File: config.mk
export PLATFORM = sky130hd
export DESIGN_NAME = hazard_ctrl
export DESIGN_NICKNAME = d
export VERILOG_FILES = /design/src/rtl/hazard_ctrl_pkg.sv /design/src/rtl/hazard_ctrl_scoreboard.sv /design/src/rtl/hazard_ctrl.sv
export SDC_FILE = /design/constraint.sdc
export NUM_CORES = 1
export LEC_CHECK = 0
export CAP_MARGIN = 10
export CELL_PAD_IN_SITES_DETAIL_PLACEMENT = 1
export CELL_PAD_IN_SITES_GLOBAL_PLACEMENT = 1
export CORE_UTILIZATION = 29
export DETAILED_ROUTE_END_ITERATION = 8
export GPL_ROUTABILITY_DRIVEN = 1
export PLACE_DENSITY = 0.88
export REMOVE_ABC_BUFFERS = 1
export SLEW_MARGIN = 20
export SYNTH_ARGS = -nofsm -noshare
export SYNTH_HDL_FRONTEND = slang
export SYNTH_SLANG_ARGS = --single-unit
File: constraint.sdc
create_clock -name clk -period 5.3 [get_ports clk]
set_input_delay 0.53 -clock clk [delete_from_list [all_inputs] [get_ports clk]]
set_output_delay 0.53 -clock clk [all_outputs]
set_load 0.03 [all_outputs]
File: src/rtl/hazard_ctrl_pkg.sv
// Shared pipeline-control types for the RV32IC hazard/redirect sequencer.
package hazard_ctrl_pkg;

   typedef enum logic [1:0] {
      RUN      = 2'd0,
      BR_WAIT  = 2'd1,
      REDIRECT = 2'd2
   } ctrl_state_e;

   // One in-flight destination tracked behind ID.
   typedef struct packed {
      logic       v;
      logic [4:0] rd;
      logic       load;
   } sb_entry_t;

   // EX-stage control fields forced when a bubble is injected.
   typedef struct packed {
      logic       reg_write;
      logic       mem_write;
      logic [4:0] rd;
   } ex_ctrl_t;

   localparam logic [4:0] REG_X0   = 5'd0;
   localparam sb_entry_t  SB_EMPTY = '{v: 1'b0, rd: REG_X0, load: 1'b0};
   localparam ex_ctrl_t   EX_NOP   = '{reg_write: 1'b0, mem_write: 1'b0, rd: REG_X0};

   // x0 is hardwired, so a read of x0 can never depend on an older write.
   function automatic logic src_match(logic use_rs, logic [4:0] rs, sb_entry_t e);
      return use_rs && (rs != REG_X0) && e.v && (rs == e.rd);
   endfunction

endpackage

File: src/rtl/hazard_ctrl_scoreboard.sv
// In-flight destination pipe (EX, MEM, WB) and source-match hazard detection.
module hazard_scoreboard
   import hazard_ctrl_pkg::*;
#(
   parameter int DEPTH  = 3,
   parameter bit FWD_EN = 1'b1
) (
   input  logic       clk,
   input  logic       reset,
   input  logic       id_valid_i,
   input  logic [4:0] id_rs1_i,
   input  logic [4:0] id_rs2_i,
   input  logic       id_use_rs1_i,
   input  logic       id_use_rs2_i,
   input  logic [4:0] id_rd_i,
   input  logic       id_regwrite_i,
   input  logic       id_is_load_i,
   input  logic       issue_i,
   output logic       hz_o
);

   sb_entry_t sb_q [DEPTH];
   sb_entry_t entry0_d;

   // New EX entry: only a real, issued, non-x0 write is tracked; bubbles enter as invalid.
   always_comb begin
      entry0_d      = SB_EMPTY;
      entry0_d.v    = issue_i && id_regwrite_i && (id_rd_i != REG_X0);
      entry0_d.rd   = id_rd_i;
      entry0_d.load = id_is_load_i;
   end

   // Shift every cycle; downstream stages never back-pressure.
   always_ff @(posedge clk or negedge reset) begin
      if (!reset) begin
         for (int i = 0; i < DEPTH; i++) sb_q[i] <= SB_EMPTY;
      end else begin
         sb_q[0] <= entry0_d;
         for (int i = 1; i < DEPTH; i++) sb_q[i] <= sb_q[i-1];
      end
   end

   // With forwarding only a load still in EX blocks; without it, anything short of WB does.
   always_comb begin
      hz_o = 1'b0;
      if (FWD_EN) begin
         if (sb_q[0].load &&
             (src_match(id_use_rs1_i, id_rs1_i, sb_q[0]) ||
              src_match(id_use_rs2_i, id_rs2_i, sb_q[0])))
            hz_o = 1'b1;
      end else begin
         for (int i = 0; i < DEPTH - 1; i++) begin
            if (src_match(id_use_rs1_i, id_rs1_i, sb_q[i]) ||
                src_match(id_use_rs2_i, id_rs2_i, sb_q[i]))
               hz_o = 1'b1;
         end
      end
      hz_o = hz_o & id_valid_i;
   end

endmodule

File: src/rtl/hazard_ctrl.sv
// Pipeline sequencer: stall/bubble/flush generation and PC redirect for JAL, JALR, branches.
//
//  state    | meaning
//  RUN      | normal issue; JAL redirects from ID, branch/JALR issue and wait
//  BR_WAIT  | branch/JALR in EX; fetch held until EX resolves it
//  REDIRECT | one bubble to discard the fetch in flight after a taken redirect
module hazard_ctrl
   import hazard_ctrl_pkg::*;
#(
   parameter int XLEN   = 32,
   parameter int DEPTH  = 3,
   parameter bit FWD_EN = 1'b1
) (
   input  logic            clk,
   input  logic            reset,
   input  logic            id_valid,
   input  logic [4:0]      id_rs1,
   input  logic [4:0]      id_rs2,
   input  logic            id_use_rs1,
   input  logic            id_use_rs2,
   input  logic [4:0]      id_rd,
   input  logic            id_regwrite,
   input  logic            id_is_load,
   input  logic            id_is_jal,
   input  logic            id_is_jalr,
   input  logic            id_is_branch,
   input  logic [XLEN-1:0] id_target,
   input  logic            ex_resolve,
   input  logic            ex_taken,
   input  logic [XLEN-1:0] ex_target,
   output logic            stall,
   output logic            issue_nop,
   output logic            flush_id,
   output logic            redirect_valid,
   output logic [XLEN-1:0] redirect_pc
);

   ctrl_state_e     state_q, state_d;
   logic [XLEN-1:0] redirect_pc_q, target_c;
   logic            hz, run_issue;
   logic            stall_c, nop_c, flush_c, redir_c;

   hazard_scoreboard #(.DEPTH(DEPTH), .FWD_EN(FWD_EN)) u_sb (
      .clk           (clk),
      .reset         (reset),
      .id_valid_i    (id_valid),
      .id_rs1_i      (id_rs1),
      .id_rs2_i      (id_rs2),
      .id_use_rs1_i  (id_use_rs1),
      .id_use_rs2_i  (id_use_rs2),
      .id_rd_i       (id_rd),
      .id_regwrite_i (id_regwrite),
      .id_is_load_i  (id_is_load),
      .issue_i       (id_valid & ~issue_nop),
      .hz_o          (hz)
   );

   // State register and last redirect target.
   always_ff @(posedge clk or negedge reset) begin
      if (!reset) begin
         state_q       <= RUN;
         redirect_pc_q <= '0;
      end else begin
         state_q <= state_d;
         if (redirect_valid) redirect_pc_q <= target_c;
      end
   end

   // Next state and control outputs; a not-taken resolve hands ID straight back to RUN logic.
   always_comb begin
      state_d   = state_q;
      stall_c   = 1'b0;
      nop_c     = 1'b0;
      flush_c   = 1'b0;
      redir_c   = 1'b0;
      target_c  = redirect_pc_q;
      run_issue = 1'b0;
      case (state_q)
         RUN: run_issue = 1'b1;
         BR_WAIT: begin
            if (ex_resolve && ex_taken) begin
               redir_c  = 1'b1;
               target_c = ex_target;
               flush_c  = 1'b1;
               nop_c    = 1'b1;
               state_d  = REDIRECT;
            end else if (ex_resolve) begin
               run_issue = 1'b1;
            end else begin
               stall_c = 1'b1;
               nop_c   = 1'b1;
            end
         end
         REDIRECT: begin
            nop_c   = 1'b1;
            state_d = RUN;
         end
         default: state_d = RUN;
      endcase
      if (run_issue) begin
         state_d = RUN;
         if (hz) begin
            stall_c = 1'b1;
            nop_c   = 1'b1;
         end else if (id_valid && id_is_jal) begin
            redir_c  = 1'b1;
            target_c = id_target;
            flush_c  = 1'b1;
         end else if (id_valid && (id_is_branch || id_is_jalr)) begin
            state_d = BR_WAIT;
         end
      end
   end

   // Reset forces every control output low immediately, independent of ID inputs.
   assign stall          = stall_c & reset;
   assign issue_nop      = nop_c & reset;
   assign flush_id       = flush_c & reset;
   assign redirect_valid = redir_c & reset;
   assign redirect_pc    = redirect_valid ? target_c : redirect_pc_q;

   // An outcome arriving with nothing outstanding means EX and ID disagree about the pipe.
   a_resolve_in_run: assert property (@(posedge clk) disable iff (!reset)
      !(state_q == RUN && ex_resolve));

endmodule

==> summary.md <==
| Metric | Value |
|---|---|
| Worst-Skew Late Latency | `between 200 and 300 ps` |
| Post-CTS sizing | `0` |
| Top-Level Pins | `127` |
| Status | `finished clean` |
| Vias in the first global route | `2345` |
| Metal2 WL | `between 3000 and 4000 um` |
| Worst Hold Class | `in2async` |
| Core Area | `a little under 7000 um^2` |
| CTS tree | `built` |
| # setup viols final | `0` |
| VDD IR-drop max | `0.149 mV` |
| Setup slack, reg-to-reg | `2790 ps` |
| Detailed Route Iter0 Violations | `55` |
| Mapped Avg Cell Area | `10.4 um^2` |
| First-pass GRT wire length | `11100 um` |
| Antenna Nets Post-Route | `0` |
| Yosys warns | `0` |
| Placer congestion estimate | `0.755` |
| DR pass1 iterations | `4` |
| Area leader, netlist | `dfrtp_1` |
| Antenna violations before repair | `0` |
| Max clock buf depth | `2` |
| Avg Vias per Cell | `~4.8` |
| Kind of critical path | `in2out` |
| Crit path DAT | `around 3500 ps` |
| Total gr overflow | `0` |
| Synth top area share | `0.485` |
| Drt drc | `0` |
| Clock sink count | `41` |
| CTS buffer count | `5` |
| Largest family of logic cells by synthesized area | `compound AO/OA/AOI/OAI gates` |
| CP Capture Type | `output pin` |
| # hold bufs at CTS | `0` |
| Area growth from synthesis to layout | `66.0%` |
| Post-Synth Simple-Gate Area | `0.200` |
| Max cap viols | `0` |
| CP Launch Type | `primary input` |
| Fin nets | `420` |
| GRT Overall Usage | `0.190` |
| Top_reg_cell synth | `dfrtp_1` |
| Via Count | `2049` |
| Async set-reset flop share out of synthesis | `1.00` |
| Syn Std Cell Area | `2120 um^2` |
| FF+latch count, synth | `41` |
| Die span in x | `roughly 87 um` |
| Peak Freq | `~250 MHz` |
| Largest net degree at the start of global routing | `38` |
| Ant. Diodes | `0` |
| Pwr Density | `298 nW/um^2` |
| Cell variety after synth | `37` |
| Largest cells by area after synthesis | `dfrtp_1, o221a_2, nand2_1` |
| Met3 wire length | `580 um` |
| Total power | `1.05 mW` |
| P_leak | `1.42 nW` |
| Final wirelength | `just under 7000 um` |
| Relative slew slack | `0.529` |
| Wire per inst | `16.4 um` |
| Multiplexer area fraction after synthesis | `0.00473` |
| Final Hold Fails | `0` |
| Die Area | `7650 um^2` |
| Worst endpoint required time | `4770 ps` |
| Top Metal Used | `met4` |
| Clock root cell | `clkbuf_8` |
| Setup_tns | `0 ps` |
| Post-CTS setup buffer count | `0` |
| Post-synthesis compound-gate area fraction | `0.210` |
| Fin crit share | `0.755` |
| Number of synthesized flops with an enable pin | `0` |
| Post-Synth XOR/XNOR Area | `0.0331` |
| Unrepaired setup endpoints after global routing | `no` |
| Post-route clock skew | `about 5.0 ps` |
| Critical Path Fanout Max | `37` |
| Initial core utilization | `0.307` |
| Minimum clock period | `~4000 ps` |
| WL met1 | `2720 um` |
| Layout cell share with drive strength beyond 1 | `0.141` |
| Sequential area share after synthesis | `0.485` |
| Post-DP HPWL | `approximately 5300 um` |
| Slew Limit Fails | `0` |
| Adder-Cell Fraction of Synth Area | `0.0177` |
| Number of H-tree levels | `2` |
| PortBufs | `126` |
| Cell Rows | `30` |
| Post-Syn Instances | `between 200 and 250` |
| Clock Pin Slew Worst Setup and Hold Paths | `80 ps` |
| Worst-Margin Slew | `slightly above 700 ps` |
| Die H | `about 87 um` |
[through the flow]
step	setup WS, ps	utilization	area, um^2	instances	hold slack, ps
floorplan	1690	-	2020	189	234
global placement	1350	0.497	3430	415	507
detailed placement	1280	0.497	3430	415	513
CTS	1280	0.509	3510	423	192
global route	1090	0.509	3510	423	212
finish	1300	0.509	3510	423	191
[sequential cells by signal (all words and copies together) (netlist names)]
register,count
state_q,2
redirect_pc_q,32
u_sb.sb_q,7
[cell usage in the layout (no fill, tap or decap), types with 2 or more instances in the layout]
| cell | synthesis | final |
|---|---|---|
| clkdlybuf4s50_1 | 0 | 125 |
| dfrtp_1 | 41 | 41 |
| nand2_1 | 35 | 35 |
| nor2_1 | 34 | 34 |
| o221a_2 | 25 | 25 |
| o221a_1 | 7 | 7 |
| xor2_1 | 6 | 6 |
| clkbuf_8 | 0 | 5 |
| buf_4 | 2 | 4 |
| inv_1 | 3 | 3 |
| ha_1 | 3 | 3 |
| clkbuf_1 | 3 | 3 |
| nor4_2 | 2 | 2 |
| or2_2 | 2 | 2 |
| o21ai_1 | 2 | 2 |
| nor3_1 | 2 | 2 |
| xnor2_1 | 2 | 2 |
| and3_1 | 2 | 2 |
| nand4_2 | 2 | 2 |
| nand2b_1 | 2 | 2 |
| a21oi_1 | 2 | 2 |
| nor2b_1 | 2 | 2 |
| o21a_1 | 2 | 2 |
[power breakdown]
part	internal (mW)	switching (mW)
clock network	0.0937	0.101
registers	0.369	0.0178
logic	0.233	0.234
[cell families after synthesis]
logic type,after synthesis
compound gates,43
xor+xnor,8
fa+ha+maj,3
buf+inv,18
flops,41
mux,1
simple gates,90
[worst paths after layout]
kind                                   from           endpoint  depth (start not counted)
max in group asynchronous             reset      u_sb.sb_q[17]                          2
max reg2reg                      state_q[1]  redirect_pc_q[14]                          8
min reg2reg                redirect_pc_q[2]   redirect_pc_q[2]                          3
max                              ex_resolve    redirect_pc[12]                          9
min                                   reset         state_q[1]                          1
min in group clk           redirect_pc_q[2]   redirect_pc_q[2]                          3
[final cells by class]
type	instances	area, um^2
inverter	3	11.3
multi-input combinational	145	991
tap	96	120
sequential	41	1030
fill	799	3390
clock buffer	8	80.1
timing repair buffer	130	1290
[cell usage after synthesis (3+ instances only)]
master     n
o221a_1    7
ha_1       3
buf_6      3
inv_1      3
xor2_1     6
o221a_2   25
buf_2      6
nand2_1   35
clkbuf_1   3
dfrtp_1   41
nor2_1    34
[critical path: stages]
cell and delay [ps]:
clkdlybuf4s50_1 570, and3b_1 200, o21ai_2 100, nor2_1 140
nand3_2 460, buf_4 450, nand2_1 130, o221a_2 190
clkdlybuf4s50_1 680
[routing by layer]
layer,up-vias,GRT usage
li1,975,-
met1,985,0.210
met2,85,0.347
met3,4,0.0664
met4,0,0.0432
met5,-,0
No activity file was read; power rests on OpenSTA's default activity.
